File: src/rtl/spi_pkg.sv
// Shared definitions for the SPI master: FSM states, SPI modes, parameter limits.
// Latency: n/a (types, constants and a width helper only).
// Backpressure: n/a.
package spi_pkg;

   // Transfer sequencer states
   typedef enum logic [1:0] {
      IDLE  = 2'd0,
      SETUP = 2'd1,
      XFER  = 2'd2,
      HOLD  = 2'd3
   } state_t;

   // SPI mode encoded as {CKP, CPH}
   typedef enum logic [1:0] {
      MODE0 = 2'b00,
      MODE1 = 2'b01,
      MODE2 = 2'b10,
      MODE3 = 2'b11
   } spi_mode_t;

   // Legal parameter ranges
   localparam int DATA_W_MIN = 2;
   localparam int DATA_W_MAX = 32;
   localparam int DIV_MIN    = 2;

   // Width of a select field for n targets (never narrower than one bit)
   function automatic int sel_width(input int n);
      return (n > 1) ? $clog2(n) : 1;
   endfunction

endpackage

File: src/rtl/spi_clkgen.sv
// SCK timebase: counts DIV system clocks per half-period, flags leading/trailing SCK edges.
// Latency: tick is combinational on the last count of each DIV-cycle block.
// Backpressure: none; counting restarts from zero whenever en is low.
module spi_clkgen
   import spi_pkg::*;
#(
   parameter int DIV = 4
) (
   input  logic clk,
   input  logic rst,
   input  logic en,        // count while a transfer is active
   input  logic edge_en,   // ticks are real SCK edges (XFER phase)
   output logic tick,
   output logic lead,
   output logic trail
);

   localparam int CW = $clog2(DIV);
   localparam logic [CW-1:0] LAST = CW'(DIV - 1);

   logic [CW-1:0] cnt;
   logic          phase;   // 0: next SCK edge is leading, 1: trailing

   assign tick  = en && (cnt == LAST);
   assign lead  = tick && edge_en && !phase;
   assign trail = tick && edge_en &&  phase;

   // Half-period counter and edge-phase tracker
   always_ff @(posedge clk or posedge rst) begin
      if (rst) begin
         cnt   <= '0;
         phase <= 1'b0;
      end else if (!en) begin
         cnt   <= '0;
         phase <= 1'b0;
      end else begin
         cnt <= tick ? '0 : cnt + 1'b1;
         if (tick && edge_en)
            phase <= ~phase;
      end
   end

endmodule

File: src/rtl/spi_master_param.sv
// Parameterised SPI master, modes 0-3; optional LSB-first ordering under macro SPI_LSB_FIRST_EN.
// Latency: DONE pulses DIV*(2*DATA_W+2) clocks after the edge that accepts START.
// Backpressure: START is taken only in IDLE (including the DONE cycle); requests while BUSY are dropped.
module spi_master_param
   import spi_pkg::*;
#(
   parameter  int DATA_W = 16,
   parameter  int DIV    = 4,
   parameter  int NUM_CS = 2,
   localparam int SEL_W  = sel_width(NUM_CS)
) (
   input  logic              CLK,
   input  logic              RESET,
   input  logic              CKP,
   input  logic              CPH,
   input  logic              START,
   input  logic [SEL_W-1:0]  CS_SEL,
   input  logic [DATA_W-1:0] TX_DATA,
`ifdef SPI_LSB_FIRST_EN
   input  logic              LSB_FIRST,
`endif
   input  logic              MISO,
   output logic              MOSI,
   output logic              SCK,
   output logic [NUM_CS-1:0] CS,
   output logic [DATA_W-1:0] RX_DATA,
   output logic              BUSY,
   output logic              DONE
);

   // An illegal DIV below the minimum is raised to the minimum
   localparam int DIV_E = (DIV < DIV_MIN) ? DIV_MIN : DIV;
   localparam int EW    = $clog2(2 * DATA_W);
   localparam logic [EW-1:0] LAST_EDGE = EW'(2 * DATA_W - 1);

   state_t            state, state_nxt;
   spi_mode_t         mode_q;
   logic              cph;
   logic              sck_q;
   logic [DATA_W-1:0] tx_sr, rx_sr;
   logic [DATA_W-1:0] tx_ord, rx_ord;
   logic [EW-1:0]     edge_cnt;
   logic [NUM_CS-1:0] cs_dec;
   logic              tick, lead, trail;
   logic              accept, last_edge, hold_done, shift_ev, sample_ev;

   spi_clkgen #(.DIV(DIV_E)) u_clkgen (
      .clk     (CLK),
      .rst     (RESET),
      .en      (state != IDLE),
      .edge_en (state == XFER),
      .tick    (tick),
      .lead    (lead),
      .trail   (trail)
   );

   assign cph       = (mode_q == MODE1) || (mode_q == MODE3);
   assign accept    = (state == IDLE) && START;
   assign last_edge = (state == XFER) && tick && (edge_cnt == LAST_EDGE);
   assign hold_done = (state == HOLD) && tick;
   // CPH=0 samples on leading edges and shifts on trailing; CPH=1 is the reverse
   assign shift_ev  = cph ? lead  : trail;
   assign sample_ev = cph ? trail : lead;
   // Idle SCK follows the live polarity input; during a transfer it uses the latched one
   assign SCK       = (state == IDLE) ? (CKP & ~RESET) : sck_q;

`ifdef SPI_LSB_FIRST_EN
   logic lsb_q;

   // Bit-reverse outgoing and assembled words when LSB-first is selected
   always_comb begin
      tx_ord = TX_DATA;
      rx_ord = rx_sr;
      if (LSB_FIRST)
         for (int i = 0; i < DATA_W; i++) tx_ord[i] = TX_DATA[DATA_W-1-i];
      if (lsb_q)
         for (int i = 0; i < DATA_W; i++) rx_ord[i] = rx_sr[DATA_W-1-i];
   end
`else
   assign tx_ord = TX_DATA;
   assign rx_ord = rx_sr;
`endif

   // Chip-select pattern for the requested target; out-of-range selects none
   always_comb begin
      cs_dec = '1;
      for (int i = 0; i < NUM_CS; i++)
         if (int'(CS_SEL) == i) cs_dec[i] = 1'b0;
   end

   // FSM state register
   always_ff @(posedge CLK or posedge RESET) begin
      if (RESET) state <= IDLE;
      else       state <= state_nxt;
   end

   // FSM next-state: SETUP and HOLD last one tick, XFER lasts 2*DATA_W ticks
   always_comb begin
      state_nxt = state;
      case (state)
         IDLE:    if (START)     state_nxt = SETUP;
         SETUP:   if (tick)      state_nxt = XFER;
         XFER:    if (last_edge) state_nxt = HOLD;
         HOLD:    if (tick)      state_nxt = IDLE;
         default:                state_nxt = IDLE;
      endcase
   end

   // Datapath: latch request, generate SCK, shift MOSI, assemble MISO, report completion
   always_ff @(posedge CLK or posedge RESET) begin
      if (RESET) begin
         mode_q   <= MODE0;
         sck_q    <= 1'b0;
         tx_sr    <= '0;
         rx_sr    <= '0;
         edge_cnt <= '0;
         MOSI     <= 1'b0;
         CS       <= '1;
         RX_DATA  <= '0;
         BUSY     <= 1'b0;
         DONE     <= 1'b0;
`ifdef SPI_LSB_FIRST_EN
         lsb_q    <= 1'b0;
`endif
      end else begin
         DONE <= hold_done;
         if (accept) begin
            mode_q   <= spi_mode_t'({CKP, CPH});
            sck_q    <= CKP;
            CS       <= cs_dec;
            BUSY     <= 1'b1;
            rx_sr    <= '0;
            edge_cnt <= '0;
`ifdef SPI_LSB_FIRST_EN
            lsb_q    <= LSB_FIRST;
`endif
            // CPH=0 needs the first bit on the wire before the first SCK edge
            if (!CPH) begin
               MOSI  <= tx_ord[DATA_W-1];
               tx_sr <= {tx_ord[DATA_W-2:0], 1'b0};
            end else begin
               tx_sr <= tx_ord;
            end
         end
         if ((state == XFER) && tick) begin
            sck_q    <= ~sck_q;
            edge_cnt <= edge_cnt + 1'b1;
         end
         if (shift_ev) begin
            MOSI  <= tx_sr[DATA_W-1];
            tx_sr <= {tx_sr[DATA_W-2:0], 1'b0};
         end
         if (sample_ev)
            rx_sr <= {rx_sr[DATA_W-2:0], MISO};
         if (hold_done) begin
            RX_DATA <= rx_ord;
            BUSY    <= 1'b0;
            CS      <= '1;
         end
      end
   end

endmodule

File: config.mk
export PLATFORM = sky130hd
export DESIGN_NAME = spi_master_param
export DESIGN_NICKNAME = d
export VERILOG_FILES = /design/src/rtl/spi_pkg.sv /design/src/rtl/spi_clkgen.sv /design/src/rtl/spi_master_param.sv
export SDC_FILE = /design/constraint.sdc
export NUM_CORES = 1
export LEC_CHECK = 0
export ABC_AREA = 1
export CAP_MARGIN = 20
export CORE_MARGIN = 1.5
export CORE_UTILIZATION = 65
export CTS_BUF_LIST = sky130_fd_sc_hd__clkbuf_4
export CTS_CLUSTER_DIAMETER = 80
export DETAILED_ROUTE_END_ITERATION = 10
export DONT_BUFFER_PORTS = 1
export PLACE_DENSITY_LB_ADDON = 0.05
export REMOVE_ABC_BUFFERS = 1
export SETUP_SLACK_MARGIN = 0.4
export SYNTH_ARGS = -nofsm -noshare
export SYNTH_HDL_FRONTEND = slang
export SYNTH_HIERARCHICAL = 1
export SYNTH_SLANG_ARGS = --single-unit
File: constraint.sdc
create_clock -name CLK -period 3.95 [get_ports CLK]
set_clock_uncertainty 0.1 [all_clocks]
set_input_delay 0.1975 -clock CLK [delete_from_list [all_inputs] [get_ports CLK]]
set_output_delay 0.1975 -clock CLK [all_outputs]
set_load 0.005 [all_outputs]
==> results.py <==
metrics = {
    "status": {
        "status": "complete, no violations",
    },
    "hold_path": {
        "timing.hold.worst.class": "primary input to flop",
        "hold_path_depth": 4,
    },
    "global_route": {
        "antenna_violations_before_repair": 0,
        "grt_start_max_net_pins": 40,
        "grt_use_total_pct": 26.5,
        "grt_pass1_vias": 2352,
        "global_route.overflow_total": 0,
        "wire_length_of_the_first_global_routing_pass_mm": 10.7,
    },
    "clock_network": {
        "max_buffers_root_to_sink": 2,
        "clock-root-buffer": "sky130_fd_sc_hd__clkbuf_4",
        "worstSkewPairLatency_ns": 0.40,
        "ctsResizeCount": 0,
        "htreeDepth": 3,
        "tritoncts_num_sinks": 65,
        "cts.clk_slew.worst_paths_ns": 0.10,
        "cts_tree": "built",
        "cts_buf_count": 9,
    },
    "drt": {
        "drt-total-wl_mm": 6.27,
        "vias_per_cell": 5.15,
        "drt_first_iter_violations": 209,
        "vias": 2540,
        "remaining_drc_errors": 0,
        "post_drt_wl_per_cell_um": 12.7,
        "antenna_nets_post_route": 0,
        "drtPass1Iterations": 5,
    },
    "die": {
        "dieWidth_um": 73.3,
        "die_height_um": 73.3,
        "placement_rows": 25,
        "fp.coreArea_sq_mm": 0.00475,
        "boundary_pins": 45,
        "floorplan.die_area_sq_mm": 0.00538,
        "initial_core_util_pct": 67.6,
    },
    "power": {
        "power_switching_share_pct": 37.3,
        "p_leak_nw": 1.86,
        "netSwitchingPower_mw": 0.825,
        "clkPwrFrac_pct": 23.0,
        "power_density_mw_per_mm2": 607,
        "p_total_mw": 2.21,
        "max-vdd-ir-drop_uv": 367,
        "power.internal_mw": 1.39,
        "power_frac_seq_pct": 44.6,
        "comb_power_share_pct": 32.4,
    },
    "synthesis": {
        "synth-simple-area-share_pct": 26.3,
        "yosysMostFrequentCell": "sky130_fd_sc_hd__nand2_1",
        "netlist.area_leader.share_pct": 49.0,
        "yosysUniqueCellTypes": 28,
        "ranking_of_synthesized_cells_by_area": "sky130_fd_sc_hd__dfrtp_1 49%, sky130_fd_sc_hd__nand2_1 12%, sky130_fd_sc_hd__inv_1 6.9%, sky130_fd_sc_hd__o21ai_0 5.8%, sky130_fd_sc_hd__nor2_1 3.7%",
        "postSynthAreaPerCell_sq_um": 8.12,
        "synth-adder-area-share_pct": 2.72,
        "ys_warn_count": 6,
        "synth-edff-count": 0,
        "netlist.top_cell.by_area": "sky130_fd_sc_hd__dfrtp_1",
        "mux_share_of_post_synthesis_cell_area_pct": 0,
        "flip_flop_and_latch_count_after_synthesis": 65,
        "synth_top_cells_by_count": "105 x sky130_fd_sc_hd__nand2_1, 63 x sky130_fd_sc_hd__dfrtp_1, 59 x sky130_fd_sc_hd__inv_1",
        "syn_area_sq_mm": 0.00322,
        "post_synth_inst_count": 396,
        "synth_xor_xnor_area_share_pct": 0,
        "synth_seq_area_share_pct": 50.7,
        "synthArstFlopShare_pct": 100,
        "synth_top_family_by_area": "simple AND/OR/NAND/NOR gates",
        "postSynth.topFlopCell": "sky130_fd_sc_hd__dfrtp_1",
        "synth_compound_area_share_pct": 9.61,
    },
    "setup_path": {
        "r2r.worst_path.cells": 12,
        "path_max_fanout": 31,
        "critPathArrivalTime_ns": 2.37,
        "worst_ep_required_time_ns": 4.14,
        "worst-setup-path-type": "primary input to flop",
        "start_kind": "primary input",
        "timing.critical_path.to_type": "flop",
    },
    "timing": {
        "period_share_pct": 55.1,
        "setup_viol": 0,
        "achievable-frequency_mhz": 459,
        "timing.final.crit_period_ns": 2.18,
        "final-max-slew-violation-count": 0,
        "grt_setup_unrepaired": "false",
        "number_of_failing_hold_endpoints_at_the_final_stage": 0,
        "max_slew.worst_pin.slew_ns": 0.962,
        "final.hold.worst_slack_ns": 0.0156,
        "fin_setup_tns_ns": 0,
        "maxSlewHeadroom_pct": 35.7,
    },
    "place": {
        "routabilityCongestion": 0.861,
        "total_half_perimeter_wirelength_after_legalization_and_detailed_placement_mm": 3.81,
        "buffer_ports.inserted": 0,
    },
    "cells_and_area": {
        "num-nets-final": 451,
        "antenna_cells_inserted": 0,
        "syn2layout_area_growth_pct": 13.5,
        "final_layout_size_suffix_gt1_share_pct": 10.6,
    },
    "job": {
        "drv_cap": 0,
    },
}
==> worst max-delay path, cell delays in order <==
cell and delay [ns]:
sky130_fd_sc_hd__dlygate4sd3_1 1.17, sky130_fd_sc_hd__o21ai_0 0.21, sky130_fd_sc_hd__dlygate4sd3_1 0.60, sky130_fd_sc_hd__nor2_1 0.13
sky130_fd_sc_hd__nor2_1 0.06
==> cell usage in the layout (no fill, tap or decap), drive strengths merged <==
master       count
a21oi            9
buf              2
bufinv           2
clkbuf          11
clkinv           2
clkinvlp         1
dfrtp           63
dfstp            2
dlygate4sd3     27
ha               7
inv             63
nand2          114
nand3           10
nand4           18
nor2            42
nor3             2
o211ai           2
o21ai           47
o21bai           1
o22ai            1
==> final timing paths <==
kind	startpoint	endpoint	slack (ns)
max reg2reg	state[0]$_DFFE_PP0P_	tx_sr[13]$_DFFE_PP0P_	1.79
max in group asynchronous	RESET	CS[0]$_DFFE_PP1P_	2.56
max	CPH	tx_sr[12]$_DFFE_PP0P_	1.77
min reg2reg	u_clkgen/cnt[0]$_DFF_PP0_	u_clkgen/cnt[0]$_DFF_PP0_	0.35
min in group asynchronous	RESET	u_clkgen/phase$_DFFE_PP0P_	0.04
min	CPH	tx_sr[1]$_DFFE_PP0P_	0.02
==> timing repair <==
action / in CTS / in global routing
buffers inserted: 0 / 0
endpoints found under the hold margin: 64 / 0
hold buffers: 27 / 0
==> layout make-up <==
type	instances	area, sq um
Clock buffer	11	82.6
Sequential cell	65	1630
Timing Repair Buffer	29	293
Multi-Input combinational cell	253	1240
Tap cell	67	83.8
Fill cell	349	1110
Clock inverter	5	80.1
Inverter	63	239
==> logic make-up after synthesis <==
kind of cell    after synthesis
simple gates                186
buf+inv                      78
fa+ha+maj                     7
flops                        65
compound gates               60
==> stage by stage <==
step           area, sq um  instances  setup slack, ns  util [%]
2_1_floorplan         3110        381             2.11         -
3_3_place_gp          3200        449             1.82      67.3
3_5_place_dp          3200        449             1.65      67.3
4_1_cts               3630        492             1.65      76.4
5_1_grt               3650        493             1.56      76.7
6_report              3650        493             1.77      76.7
==> registers in the layout, summed over array words and instances (netlist names) <==
signal and cells:
edge_cnt 5, CS 2, DONE 1, sck_q 1, mode_q 1, tx_sr 16, BUSY 1, RX_DATA 16
rx_ord 16, u_clkgen/cnt 2, state 2, u_clkgen/phase 1, MOSI 1
==> power groups by stage <==
| stage | registers, mW | clock network [mW] | logic, mW |
|---|---|---|---|
| global route | 1.01 | 0.549 | 0.831 |
| floorplan | 0.969 | 0 | 0.552 |
| finish | 0.988 | 0.508 | 0.718 |
| global placement | 0.994 | 0 | 0.660 |
| CTS | 0.988 | 0.516 | 0.715 |
| detailed placement | 1.00 | 0 | 0.681 |
==> per-layer routing <==
metal	vias up	GRT usage [%]	routed length, um
met5	-	0	0
met4	0	11.9	82
met3	6	6.31	295
met2	55	40.6	2990
met1	1186	36.0	2910
li1	1293	-	-
No activity file was read; power rests on OpenSTA's default activity.
